## config.mk

```make
export PLATFORM = sky130hd
export DESIGN_NAME = bt_serial_adder
export DESIGN_NICKNAME = d
export VERILOG_FILES = /design/src/rtl/bt_pkg.sv /design/src/rtl/bt_trit_adder.sv /design/src/rtl/bt_serial_adder.sv
export SDC_FILE = /design/constraint.sdc
export NUM_CORES = 1
export LEC_CHECK = 0
export ABC_AREA = 1
export BUFFER_PORTS_ARGS = -buffer_cell sky130_fd_sc_hd__buf_2
export CORE_MARGIN = 2
export CORE_UTILIZATION = 40
export DETAILED_ROUTE_END_ITERATION = 6
export GPL_TIMING_DRIVEN = 0
export PLACE_DENSITY = 0.62
export SYNTH_ARGS = -nofsm -noshare
export SYNTH_HDL_FRONTEND = slang
export SYNTH_SLANG_ARGS = --single-unit
export TNS_END_PERCENT = 20
```

## constraint.sdc

```tcl
create_clock -name clk -period 3 [get_ports clk]
set_input_delay 0.6 -clock clk [delete_from_list [all_inputs] [get_ports clk]]
set_output_delay 0.6 -clock clk [all_outputs]
set_load 0.01 [all_outputs]
```

## src/rtl/bt_pkg.sv

```systemverilog
// Shared balanced-ternary definitions: trit encoding, FSM states and digit helpers.
package bt_pkg;

  typedef logic [1:0] trit_t;

  localparam trit_t TRIT_ZERO = 2'b00;
  localparam trit_t TRIT_POS  = 2'b01;
  localparam trit_t TRIT_NEG  = 2'b10;
  localparam trit_t TRIT_BAD  = 2'b11;

  typedef enum logic [1:0] {StIdle, StRun, StDone} state_e;

  function automatic trit_t trit_neg(input trit_t t);
    case (t)
      TRIT_POS: return TRIT_NEG;
      TRIT_NEG: return TRIT_POS;
      default:  return TRIT_ZERO;
    endcase
  endfunction

  function automatic logic trit_is_bad(input trit_t t);
    return t == TRIT_BAD;
  endfunction

  // The invalid code behaves as zero everywhere downstream.
  function automatic trit_t trit_clean(input trit_t t);
    return trit_is_bad(t) ? TRIT_ZERO : t;
  endfunction

  function automatic logic signed [2:0] trit_val(input trit_t t);
    case (t)
      TRIT_POS: return 3'sd1;
      TRIT_NEG: return -3'sd1;
      default:  return 3'sd0;
    endcase
  endfunction

endpackage

```

## src/rtl/bt_trit_adder.sv

```systemverilog
// Combinational balanced-ternary full adder: a + b + cin -> sum trit plus carry trit.
module bt_trit_adder
  import bt_pkg::*;
(
  input  trit_t a_i,
  input  trit_t b_i,
  input  trit_t cin_i,
  output trit_t sum_o,
  output trit_t cout_o
);

  logic signed [2:0] s;

  always_comb begin
    s      = trit_val(a_i) + trit_val(b_i) + trit_val(cin_i);
    sum_o  = TRIT_ZERO;
    cout_o = TRIT_ZERO;
    if (s > 3'sd1) begin
      cout_o = TRIT_POS;
      sum_o  = (s == 3'sd2) ? TRIT_NEG : TRIT_ZERO;
    end else if (s < -3'sd1) begin
      cout_o = TRIT_NEG;
      sum_o  = (s == -3'sd2) ? TRIT_POS : TRIT_ZERO;
    end else if (s == 3'sd1) begin
      sum_o = TRIT_POS;
    end else if (s == -3'sd1) begin
      sum_o = TRIT_NEG;
    end
  end

endmodule

```

## src/rtl/bt_serial_adder.sv

```systemverilog
// Digit-serial balanced-ternary adder/subtractor, TRITS_PER_CYCLE trits per clock, LSB first,
// with valid/ready handshakes on both sides.
module bt_serial_adder
  import bt_pkg::*;
#(
  parameter int unsigned NUM_TRITS       = 8,
  parameter int unsigned TRITS_PER_CYCLE = 1
) (
  input  logic                   clk,
  input  logic                   rst_n,
  input  logic                   in_valid_i,
  output logic                   in_ready_o,
  input  logic [2*NUM_TRITS-1:0] in_a_i,
  input  logic [2*NUM_TRITS-1:0] in_b_i,
  input  logic                   in_sub_i,
  input  logic [1:0]             in_cin_i,
  output logic                   out_valid_o,
  input  logic                   out_ready_i,
  output logic [2*NUM_TRITS-1:0] out_sum_o,
  output logic [1:0]             out_cout_o,
  output logic                   out_err_o
);

  localparam int unsigned STEPS  = NUM_TRITS / TRITS_PER_CYCLE;
  localparam int unsigned StepW  = (STEPS > 1) ? $clog2(STEPS) : 1;
  localparam int unsigned ChunkW = 2 * TRITS_PER_CYCLE;
  localparam int unsigned VecW   = 2 * NUM_TRITS;
  localparam int unsigned IdxW   = (VecW > 2) ? $clog2(VecW) : 1;

  state_e           state_q, state_d;
  logic [StepW-1:0] step_q, step_d;
  logic [VecW-1:0]  a_q, a_d, b_q, b_d, sum_q, sum_d;
  trit_t            carry_q, carry_d;
  logic             err_q, err_d;

  // Operands are sanitised and B is pre-negated at acceptance so RUN only ever adds.
  logic [VecW-1:0] a_clean, b_clean;
  logic            any_bad;
  trit_t           b_trit;

  always_comb begin
    a_clean = '0;
    b_clean = '0;
    b_trit  = TRIT_ZERO;
    any_bad = trit_is_bad(in_cin_i);
    for (int i = 0; i < int'(NUM_TRITS); i++) begin
      a_clean[2*i +: 2] = trit_clean(in_a_i[2*i +: 2]);
      b_trit            = trit_clean(in_b_i[2*i +: 2]);
      b_clean[2*i +: 2] = in_sub_i ? trit_neg(b_trit) : b_trit;
      any_bad           = any_bad | trit_is_bad(in_a_i[2*i +: 2])
                                  | trit_is_bad(in_b_i[2*i +: 2]);
    end
  end

  logic [IdxW-1:0]                  base;
  trit_t [TRITS_PER_CYCLE-1:0]      chunk_a, chunk_b, chunk_s;
  trit_t                            chain [TRITS_PER_CYCLE+1];

  assign base     = IdxW'(32'(step_q) * ChunkW);
  assign chunk_a  = a_q[base +: ChunkW];
  assign chunk_b  = b_q[base +: ChunkW];
  assign chain[0] = carry_q;

  for (genvar i = 0; i < int'(TRITS_PER_CYCLE); i++) begin : g_trit
    bt_trit_adder u_add (
      .a_i    (chunk_a[i]),
      .b_i    (chunk_b[i]),
      .cin_i  (chain[i]),
      .sum_o  (chunk_s[i]),
      .cout_o (chain[i+1])
    );
  end

  always_comb begin
    state_d = state_q;
    step_d  = step_q;
    a_d     = a_q;
    b_d     = b_q;
    sum_d   = sum_q;
    carry_d = carry_q;
    err_d   = err_q;
    unique case (state_q)
      StIdle: begin
        if (in_valid_i) begin
          a_d     = a_clean;
          b_d     = b_clean;
          carry_d = trit_clean(in_cin_i);
          err_d   = any_bad;
          step_d  = '0;
          state_d = StRun;
        end
      end
      StRun: begin
        sum_d[base +: ChunkW] = chunk_s;
        carry_d               = chain[TRITS_PER_CYCLE];
        if (step_q == StepW'(STEPS - 1)) begin
          state_d = StDone;
        end else begin
          step_d = step_q + 1'b1;
        end
      end
      StDone: begin
        if (out_ready_i) state_d = StIdle;
      end
      default: state_d = StIdle;
    endcase
  end

  always_ff @(posedge clk or negedge rst_n) begin
    if (!rst_n) begin
      state_q <= StIdle;
      step_q  <= '0;
      a_q     <= '0;
      b_q     <= '0;
      sum_q   <= '0;
      carry_q <= TRIT_ZERO;
      err_q   <= 1'b0;
    end else begin
      state_q <= state_d;
      step_q  <= step_d;
      a_q     <= a_d;
      b_q     <= b_d;
      sum_q   <= sum_d;
      carry_q <= carry_d;
      err_q   <= err_d;
    end
  end

  assign in_ready_o  = rst_n && (state_q == StIdle);
  assign out_valid_o = (state_q == StDone);
  assign out_sum_o   = sum_q;
  assign out_cout_o  = carry_q;
  assign out_err_o   = err_q;

endmodule

```

-- Word-level counts from Yosys, hierarchy flattened
Cells that the tools add are included.
Widths: inputs -> output; s select.
- add/sub/neg operators: 4
- shift operators: 4
- equal/unequal tests: 50
- bitwise operators: 16
- magnitude comparators: 2
- mux-type cells: 54
- reduce and logical (&&, ||, !) cells: 7
- operators by type and width (cell ; count):
    $mux 2 ; 36
    $eq 2x2->1 const B ; 29
    $pmux 2 s2 ; 9
    $shiftx 16x5->2 ; 2
    $eq 2x1->1 const B ; 12
    $pmux 3 s2 ; 4
    $bwmux 16 ; 1
    $or 1x1->1 ; 16
    $shift 2x6->16 const A ; 1
    $shiftx 2x6->16 ; 1
    $add 3x3->3 ; 2
    $eq 3x2->1 const B ; 2
    $eq 3x3->1 const B ; 2
    $mux 3 ; 2
    $ne 2x2->1 const B ; 3
    $neg 4->6 ; 1
    $pmux 2 s3 ; 1
    $reduce_and 3->1 ; 2
    $reduce_and 2->1 ; 2
    $add 3x1->3 const B ; 1
    $eq 3x1->1 const B ; 1
    $gt 3x2->1 const B ; 1
    $lt 3x1->1 const B ; 1
    $logic_not 2->1 ; 1
    other kinds (4) ; 4
- output and inout bits: 21
- input bits: 39
- register bits: 56

-- Logic depth before layout (Yosys ltp)
Gate-level depths: netlist (run 1).
- word-level depth: 17
- depth in mapped cells: 20

-- Hierarchy
Synthesis (run 1) repeated with hierarchy kept, for this count alone.
- cells, all modules: 449
- area, all modules: 3392.0 µm²
- by module, submodules not included (module ; instances ; cells an instance ; area each (µm²) ; seq. area each (µm²)):
    bt_serial_adder ; 1 ; 416 ; 3188.1 ; 1401.3
    bt_trit_adder ; 1 ; 33 ; 203.9 ; 0.0

-- Worst setup path after synthesis (run 1)
Ideal clock, no wire load.
- kind: register to register
- start point: register step_q[1]
- end point: register sum_q[8], in the netlist out_sum_o[8]
- path slack: 37 ps
- period minus slack after synthesis: 2963 ps
- arrival: 2881 ps
- buffers on the path: 1
- library setup time: 83 ps
- cell stages (with the launch flop): 20
- data required time: 2917 ps
- path through: dfrtp_1 -> buf_6 -> clkinv_1 -> a21oi_1 -> o21ai_0 -> nand2_1 -> nor2_1 -> a31oi_1 -> ha_1 -> inv_1 -> fa_1 -> inv_1 -> ha_1 -> inv_1 -> nor2_1 -> inv_1 -> nand3_1 -> nor2_4 -> nand2_1 -> o21ai_0
- word-level cells in the longest chain between the ends: 12
- elaborated cells on any way between the ends: 26
- classes of those cells: add/sub: 3; order compare: 2; eq/ne: 8; shift: 4; mux: 9
- ends and longest elaborated chain (element ; line ; source):
    start: declaration ; bt_serial_adder.sv:31 ; logic [StepW-1:0] step_q, step_d;
    start signal: assignment ; bt_serial_adder.sv:120 ; step_q <= step_d;
    $shiftx 16x5->2 (on tied branches) ; bt_serial_adder.sv:60, bt_serial_adder.sv:61 ;
    $eq 2x2->1 / $eq 2x1->1 (equally long branches) ; bt_pkg.sv:31 ; case (t)
    $pmux 3 s2 ; bt_pkg.sv:31 ;
    $add 3x3->3 (2 in a row) ; bt_trit_adder.sv:15 ; s = trit_val(a_i) + trit_val(b_i) + trit_val(cin_i);
    $eq 3x1->1 ; bt_trit_adder.sv:26 ; end else if (s == -3'sd1) begin
    $mux 2 ; bt_trit_adder.sv:26 ;
    $mux 2 ; bt_trit_adder.sv:24 ; end else if (s == 3'sd1) begin
    $mux 2 ; bt_trit_adder.sv:21 ; end else if (s < -3'sd1) begin
    $mux 2 ; bt_trit_adder.sv:18 ; if (s > 3'sd1) begin
    $shiftx 2x6->16 ; bt_serial_adder.sv:94 ; sum_d[base +: ChunkW] = chunk_s;
    $bwmux 16 * ; bt_serial_adder.sv:94 ;
    end signal: assignment ; bt_serial_adder.sv:123 ; sum_q <= sum_d;
    end: declaration ; bt_serial_adder.sv:32 ; logic [VecW-1:0] a_q, a_d, b_q, b_d, sum_q, sum_d;
Mark *: on every way between the ends. The rest lies on a longest branch, timed or not.
A chain may end at the register's enable or synchronous reset.

-- Worst setup path after layout (run 1)
- start point: register step_q[1]
- end point: register sum_q[11], in the netlist out_sum_o[11]
The elaborated chain is that of the path after synthesis.

==> results by group, run 1 <==
Setup path
  – Peak fanout along the critical path: 6
  – Crit path max-delay family: simple AND/OR/NAND/NOR gates
  – Category of the worst setup path capture point: flip-flop
  – Slowest cell on crit path: sky130_fd_sc_hd__fa_1
  – Kind of start point of the critical path: flip-flop
  – Maximum single-stage delay on the critical path: roughly 0.45 ns
  – Cell depth of the worst flop-to-flop path: 19
  – Cell seen most often among critical-path stages: sky130_fd_sc_hd__nand2_1
  – Chain of cells forming the critical path: buf_6 -> buf_4 -> buf_4 -> a21oi_1 -> o21ai_0 -> nand3_1 -> nand2_1 -> ha_1 -> inv_1 -> fa_1 -> nand2_1 -> nand2_2 -> nand2_2 -> nand3_4 -> nand2_4 -> nand3_4 -> nor2_4 -> nand3_1 -> nand2_1
  – Endpoint required time on the critical path: about 3.3 ns
  – Crit path buffers/inverters: 4
  – Signal arrival time at the worst endpoint: 3.25 ns
  – Worst Setup Path Type: flip-flop to flip-flop
  – Worst path depth: 19

Logic synthesis
  – Sequential element share of the synthesized area: 43.2%
  – Total standard cell area after synthesis: 0.00325 mm^2
  – Distinct cell type count of the synthesized netlist: 33
  – Post-synthesis sequential element count: 56
  – Share of the synthesized area in the top cell type: 43.2%
  – Synth Warn #: 0
  – Number of nets produced by synthesis: 470
  – Top cells by area in the synthesized netlist: sky130_fd_sc_hd__dfrtp_1 (43%), sky130_fd_sc_hd__nand2_1 (10%), sky130_fd_sc_hd__inv_1 (6.7%)
  – Number of cells produced by synthesis: 418
  – Biggest area consumer among synthesized cells: sky130_fd_sc_hd__dfrtp_1
  – Synthesized area per cell: 7.76 um^2

Floorplan
  – Number of standard-cell rows in the floorplan: 32
  – Die width: ~94 um
  – Placeable Area: 0.00781 mm^2
  – Initial core utilization: roughly two fifths
  – Top-Level Pins: 60
  – Total Die Area: 0.00885 mm^2
  – Y dimension of the die: 94.1 um

Global route
  – Met3 routing resource usage after global routing: 3.45%
  – Global route overflow: 0
  – M2 GR Usage: 30.4%
  – All-layer global routing usage: 19.6%
  – Number of global-route vias before repair: approximately 2,700
  – Routing layer with the top usage in global route: met2
  – Pin count of the biggest net entering global routing: 58
  – Global-route wire length before repair: 13.4 mm
  – Grt met1 use: 27.6%
  – Initial antenna violation count: 0

Clocking
  – Clock tree buffer depth: 2
  – Clock tree from TritonCTS: done
  – Clk_lat worst skew: 0.31 ns
  – H-tree depth: 2
  – Number of sinks on the clock net: 56
  – Total CTS buffers: 5
  – Root buffer cell: sky130_fd_sc_hd__clkbuf_8
  – Worst-path clk slew: 0.10 ns

Final layout
  – Post-route core utilization: around half
  – Filler cell count in the final layout: about 760
  – Synthesis-to-finish area growth: 24.5%
  – Nets: approximately 550
  – Layout cell share with drive strength beyond 1: 25.7%
  – Antenna diode count: 0

Routing
  – Wire length after detailed routing: between 8 and 9 mm
  – Final routed DRC violation total: 0
  – Post-DRT Antenna Nets: 0
  – Violation count after the first detailed-routing iteration: 153
  – Detailed Routing Iterations Pass 1: 4
  – Post-DR wirelength/cell: 13.9 um
  – Vias: 3,029
  – Post-detailed-route via-to-cell ratio: 5.05

Min path
  – Classification of the worst-slack hold path: input pin to async pin

Timing
  – Max frequency: between 0.3 and 0.4 GHz
  – Crit path setup slack, layout: between 0.01 and 0.015 ns
  – Final number of setup-violating endpoints: 0
  – Unrepaired setup endpoints after global routing: true
  – Tightest slew margin relative to the limit: 51.9%
  – Sum of negative setup slack: 0 ns
  – Final hold violation count: 0
  – Final critical path time including I/O delays and setup: 2.99 ns
  – Slew at the pin closest to its max-slew limit: 0.721 ns
  – Final Skew: 0.00775 ns
  – Final cycle utilization of the critical path: between 90% and 100%
  – Fin. max-slew vios: 0

Placement
  – Port bufs: 59
  – Placement Setup Slack: -0.541 ns
  – GPL Wtd Cong: 0.849
  – Detailed placer's ending HPWL: 5.95 mm

Flow run
  – Max Cap Violations: 0

Outcome
  – Run status: complete, no violations
[through the flow]
| step | instance area (um^2) | hold slack, ns | std cells |
|---|---|---|---|
| finish | 4040 | 0.339 | 600 |
| global route | 4040 | 0.385 | 600 |
| CTS | 3890 | 0.443 | 593 |
| detailed placement | 3670 | 0.461 | 579 |
| global placement | 3670 | 0.463 | 579 |
| floorplan | 3250 | 0.304 | 418 |
[metal layers]
metal	vias up	wire, um
met3	13	345
met2	74	4000
met1	1388	3850
met5	-	0
met4	0	157
li1	1554	-
[cell families after synthesis]
kind of cell	count (synthesis)	synth area share (%)
AOI/OAI and AO/OA	95	17.1
buffers and inverters	78	9.60
and+or+nand+nor	176	24.6
adders and majority gates	13	5.47
DFF	56	43.2
[what timing repair did]
action,in CTS,in global routing
endpoints found under the setup margin,18,17
hold buffers,0,0
pin swaps,2,14
buffers inserted,6,7
gates resized for setup,18,30
[path summary, 6_finish.rpt]
check / startpoint / to / slack [ns]
setup / recovery: step_q[1] / out_sum_o[11] / 0.01
hold / removal: rst_n / out_sum_o[1] / 0.34
setup reg to reg: step_q[1] / out_sum_o[11] / 0.01
hold reg to reg: out_sum_o[11] / out_sum_o[11] / 0.48
max in group asynchronous: rst_n / step_q[0] / 2.16
min in group clk: out_ready_i / state_q[1] / 0.45
[synth_stat cells]
cell                         n
sky130_fd_sc_hd__o22a_1      7
sky130_fd_sc_hd__fa_1        2
sky130_fd_sc_hd__nand2_1    90
sky130_fd_sc_hd__buf_4       1
sky130_fd_sc_hd__buf_6       1
sky130_fd_sc_hd__o22ai_1     1
sky130_fd_sc_hd__nor2_1     27
sky130_fd_sc_hd__inv_2       2
sky130_fd_sc_hd__clkbuf_1    8
sky130_fd_sc_hd__nor3_4      1
sky130_fd_sc_hd__o2111ai_1   2
sky130_fd_sc_hd__buf_2       6
sky130_fd_sc_hd__nand3_1    29
sky130_fd_sc_hd__nor2_2      1
sky130_fd_sc_hd__a22o_1      1
sky130_fd_sc_hd__and3_1      1
sky130_fd_sc_hd__nor3_1      3
sky130_fd_sc_hd__nor2_4      1
sky130_fd_sc_hd__a21oi_1    19
sky130_fd_sc_hd__nor3b_1     1
sky130_fd_sc_hd__nor4_1      3
sky130_fd_sc_hd__or2_2       8
sky130_fd_sc_hd__a22oi_1     2
sky130_fd_sc_hd__nor4_4      1
sky130_fd_sc_hd__inv_1      58
sky130_fd_sc_hd__ha_1       11
sky130_fd_sc_hd__nand4_1    10
sky130_fd_sc_hd__clkinv_1    2
sky130_fd_sc_hd__o31ai_1    10
sky130_fd_sc_hd__a31oi_1     9
sky130_fd_sc_hd__o21ai_0    43
sky130_fd_sc_hd__o21ai_1     1
sky130_fd_sc_hd__dfrtp_1    56
[cell usage in the layout (no fill, tap or decap), drive strengths merged]
cell and count:
nand2 90, buf 80, inv 60, dfrtp 56, o21ai 44, nor2 29, nand3 29, a21oi 19
clkbuf 14, ha 11, o31ai 10, nand4 10, a31oi 9, or2 8, o22a 7, nor4 4
nor3 4, a22oi 2, o2111ai 2, fa 2, clkinv 2, clkinvlp 1, o22ai 1, nor3b 1
a22o 1, and3 1, bufinv 1
[worst reg2reg max path: stages (launching register included)]
cell                      delay (ns)
sky130_fd_sc_hd__dfrtp_1        0.42
sky130_fd_sc_hd__buf_6          0.15
sky130_fd_sc_hd__buf_4          0.13
sky130_fd_sc_hd__buf_4          0.12
sky130_fd_sc_hd__a21oi_1        0.09
sky130_fd_sc_hd__o21ai_0        0.12
sky130_fd_sc_hd__nand3_1        0.10
sky130_fd_sc_hd__nand2_1        0.06
sky130_fd_sc_hd__ha_1           0.17
sky130_fd_sc_hd__inv_1          0.08
sky130_fd_sc_hd__fa_1           0.45
sky130_fd_sc_hd__nand2_1        0.22
sky130_fd_sc_hd__nand2_2        0.11
sky130_fd_sc_hd__nand2_2        0.11
sky130_fd_sc_hd__nand3_4        0.11
sky130_fd_sc_hd__nand2_4        0.10
sky130_fd_sc_hd__nand3_4        0.08
sky130_fd_sc_hd__nor2_4         0.16
sky130_fd_sc_hd__nand3_1        0.08
sky130_fd_sc_hd__nand2_1        0.07
[flip-flops by register name (all words and copies together), names as in the netlist]
name and flops:
a_q 16, b_q 16, out_cout_o 2, out_err_o 1, out_sum_o 16, state_q 2, step_q 3
[layout make-up]
class | instances | area (um^2) | share of cell area [%]
multi-input cells | 284 | 1650 | 40.7
flip-flops and latches | 56 | 1400 | 34.7
repair buffers | 72 | 412 | 10.2
inverters | 62 | 249 | 6.16
well taps | 102 | 128 | 3.16
plain buffers | 16 | 96.3 | 2.38
clock buffers | 6 | 72.6 | 1.80
clock inverters | 2 | 35.0 | 0.867
Power of run 1 is not shown: default switching activity piles up to over one toggle a cycle in this logic, so the estimate is an artifact.
==> run 2, diff against run 1 <==
--- a/config.mk
+++ b/config.mk
@@ -14,5 +14,6 @@
 export PLACE_DENSITY = 0.62
 export SYNTH_ARGS = -nofsm -noshare
 export SYNTH_HDL_FRONTEND = slang
+export SYNTH_HIERARCHICAL = 1
 export SYNTH_SLANG_ARGS = --single-unit
 export TNS_END_PERCENT = 20
==> results by group, run 2 <==
Outcome
  – Run status: complete, no violations

Clocking
  – Total CTS buffers: 5 (unchanged)
  – Clock tree buffer depth: 2 (unchanged)
  – Worst-path clk slew: 0.10 ns (about the same)
  – H-tree depth: 2 (unchanged)
  – Number of sinks on the clock net: 56 (unchanged)
  – Clock tree from TritonCTS: done
  – Clk_lat worst skew: 0.31 ns (about the same)
  – Root buffer cell: sky130_fd_sc_hd__clkbuf_8

Routing
  – Vias: 3,039 (+0.33%)
  – Wire length after detailed routing: 8.31 mm (-0.48%)
  – Post-detailed-route via-to-cell ratio: 4.84 (-4.1%)
  – Post-DRT Antenna Nets: 0 (unchanged)
  – Violation count after the first detailed-routing iteration: 148 (-3.3%)
  – Final routed DRC violation total: 0 (unchanged)
  – Post-DR wirelength/cell: 13.2 um (-4.9%)
  – Detailed Routing Iterations Pass 1: 4 (unchanged)

Final layout
  – Most used cells in the layout excluding fill and tap cells: sky130_fd_sc_hd__nand2_1 (147), sky130_fd_sc_hd__buf_2 (63), sky130_fd_sc_hd__dfrtp_1 (55)
  – Synthesis-to-finish area growth: 19.8%
  – Design Area, Final: 0.00407 mm^2 (+0.62%)
  – Layout cell share with drive strength beyond 1: 25.8% (+0.11 points)
  – Most common library cell in the layout ignoring fill and taps: sky130_fd_sc_hd__nand2_1
  – Final standard cell count with taps included and fillers excluded: 628 (+4.7%)
  – Nets: 574 (+4.6%)
  – Post-route core utilization: 49.5% (-2.3 points)
  – Antenna diode count: 0 (unchanged)

Pwr
  – Final Total Pwr: 5.54 mW
  – Pwr per Cell Area: ~1400 mW/mm^2
  – Worst voltage drop across the vdd grid: 0.837 mV
  – Static power due to leakage: between 2 and 2.5 nW

Timing
  – Final critical path time including I/O delays and setup: 2.93 ns (-0.0610 ns)
  – Unrepaired setup endpoints after global routing: true
  – Sum of negative setup slack: 0 ns (unchanged)
  – Final hold violation count: 0 (unchanged)
  – Fin. max-slew vios: 0 (unchanged)
  – Max frequency: 0.342 GHz (+2.1%)
  – Final Skew: 0.0102 ns (+0.00243 ns)
  – Slew at the pin closest to its max-slew limit: 0.726 ns (+0.00490 ns)
  – Final cycle utilization of the critical path: 97.6% (-2.0 points)
  – Tightest slew margin relative to the limit: 51.6% (-0.33 points)
  – Final number of setup-violating endpoints: 0 (unchanged)

Setup path
  – Maximum single-stage delay on the critical path: 0.58 ns (+0.13 ns)
  – Slowest cell on crit path: sky130_fd_sc_hd__fa_2
  – Reg-to-reg slack, setup: 0.07 ns (+0.06 ns)
  – Kind of start point of the critical path: flip-flop
  – Worst Setup Path Type: flip-flop to flip-flop
  – Category of the worst setup path capture point: flip-flop
  – Endpoint required time on the critical path: 3.24 ns (-0.02 ns)
  – Launch point of the worst reg-to-reg path: step_q[0]
  – Worst R2R End: out_sum_o[15]
  – Cell seen most often among critical-path stages: sky130_fd_sc_hd__nand2_1
  – Cell depth of the worst flop-to-flop path: 16 (-3)
  – Peak fanout along the critical path: 8 (+2)
  – Signal arrival time at the worst endpoint: 3.17 ns (-0.08 ns)
  – Chain of cells forming the critical path: buf_8 -> clkbuf_16 -> o21ai_0 -> nand2_1 -> nand2_1 -> nand2_1 -> ha_2 -> fa_2 -> inv_1 -> nand2_2 -> nand2_1 -> nand2_1 -> nand3_1 -> nand2_4 -> nand4_1 -> o21ai_1

Logic synthesis
  – Biggest area consumer among synthesized cells: sky130_fd_sc_hd__dfrtp_1
  – Count leader, synth: sky130_fd_sc_hd__nand2_1
  – Total standard cell area after synthesis: 0.00339 mm^2 (+4.5%)
  – Number of nets produced by synthesis: 501 (+6.6%)
  – Synthesized area per cell: 7.55 um^2 (-2.7%)
  – Top cells by area in the synthesized netlist: sky130_fd_sc_hd__dfrtp_1 (41%), sky130_fd_sc_hd__nand2_1 (17%), sky130_fd_sc_hd__nand3_1 (6.0%)
  – Share of the synthesized area in the top cell type: 41.3% (-1.9 points)
  – Number of enable-type register cells in the synthesized netlist: 0 (unchanged)
  – Proportion of register bits with asynchronous set or reset after synthesis: 100% (unchanged)
  – Post-synthesis sequential element count: 56 (unchanged)
  – Most numerous cell types in the synthesized netlist: sky130_fd_sc_hd__nand2_1 (150), sky130_fd_sc_hd__dfrtp_1 (56), sky130_fd_sc_hd__inv_1 (48)
  – Synth Warn #: 6 (+6)
  – Sequential element share of the synthesized area: 41.3% (-1.9 points)
  – Distinct cell type count of the synthesized netlist: 28 (-15%)
  – Dominant register cell in the synthesized netlist: sky130_fd_sc_hd__dfrtp_1
  – Number of cells produced by synthesis: 449 (+7.4%)

Floorplan
  – Initial core utilization: 41.3% (-0.29 points)
  – Placeable Area: 0.00822 mm^2 (+5.2%)
  – Die width: 96.1 um (+2.1%)
  – Y dimension of the die: 96.1 um (+2.1%)
  – Number of standard-cell rows in the floorplan: 33 (+3.1%)
  – Total Die Area: 0.00923 mm^2 (+4.3%)
  – Top-Level Pins: 60 (unchanged)

Global route
  – Initial antenna violation count: 0 (unchanged)
  – All-layer global routing usage: 19.1% (-0.51 points)
  – Global route overflow: 0 (unchanged)
  – Global-route wire length before repair: 13.7 mm (+1.9%)
  – Number of global-route vias before repair: 2,851 (+5.8%)
  – Pin count of the biggest net entering global routing: 58 (unchanged)

Placement
  – Detailed placer's ending HPWL: 6.25 mm (+5.0%)
  – Port bufs: 58 (-1.7%)
  – Placed cell count: 612 (+5.7%)
  – GPL Wtd Cong: 0.771 (-9.1%)
  – Post-placement cell area: 0.00381 mm^2 (+4.0%)

Flow run
  – Max Cap Violations: 0 (unchanged)

Min path
  – Classification of the worst-slack hold path: input pin to async pin
==> run 2: kinds of logic after synthesis <==
| kind of cell | after synthesis | synth area share, % |
|---|---|---|
| compound gates | 66 | 11.2 |
| flops | 56 | 41.3 |
| buf+inv | 72 | 9.85 |
| fa+ha+maj | 13 | 5.24 |
| simple gates | 242 | 32.4 |
==> run 2: worst max-delay path by stage <==
stage	start	endpoint	slack, ns	depth (start not counted)
3_3_place_gp	step_q[0]	out_sum_o[11]	-0.10	16
3_5_place_dp	step_q[0]	out_sum_o[15]	-0.15	16
5_1_grt	step_q[0]	out_sum_o[11]	-0.04	16
4_1_cts	step_q[1]	out_sum_o[15]	0.004	16
6_report	step_q[0]	out_sum_o[15]	0.07	16
2_1_floorplan	step_q[0]	out_sum_o[11]	0.25	17
==> run 2: layout make-up <==
type                       instances  area, um^2
inverter                          55         218
tap                              105         131
multi-input combinational        321        1710
buffer                            17         135
clock inverter                     2        16.3
sequential                        56        1400
fill                             826        4150
clock buffer                       6        72.6
timing repair buffer              66         383
==> run 2: critical path: cells and delay by family (launching register included) <==
family	cells	cell delay (ns)
AO/OA/AOI/OAI	2	0.35
adder cells (fa/ha/maj)	2	0.77
buffers and inverters	3	0.37
flip-flops	1	0.46
AND/OR/NAND/NOR	9	0.88
==> run 2: stage by stage <==
stage                     setup slack (ns)  hold WS, ns
after detailed placement            -0.149        0.466
final                               0.0723        0.327
after global routing               -0.0407        0.389
after floorplan                      0.254        0.304
after global placement              -0.100        0.463
after CTS                          0.00365        0.468
==> run 2: report_power, final <==
group	total (mW)	switching (mW)	internal, mW	leakage [nW]
clock network	0.417	0.250	0.167	0.0414
logic	3.89	2.34	1.55	1.40
registers	1.23	0.168	1.07	0.728
==> run 2: per-layer routing <==
layer / GRT usage, % / part of all wire, %
met4: 4.29 / 0.96
met3: 2.51 / 4.2
met1: 26.2 / 48
met5: 0 / 0
met2: 32.1 / 46
==> run 2: timing repair <==
item | 4_1_cts | 5_1_grt
hold endpoints to repair | 0 | 0
hold buffers | 0 | 0
cloned | 0 | 1
pin swaps | 8 | 15
setup buffers | 2 | 5
gates resized for setup | 6 | 17
endpoints found under the setup margin | 14 | 16
No activity file was read; power rests on OpenSTA's default activity.
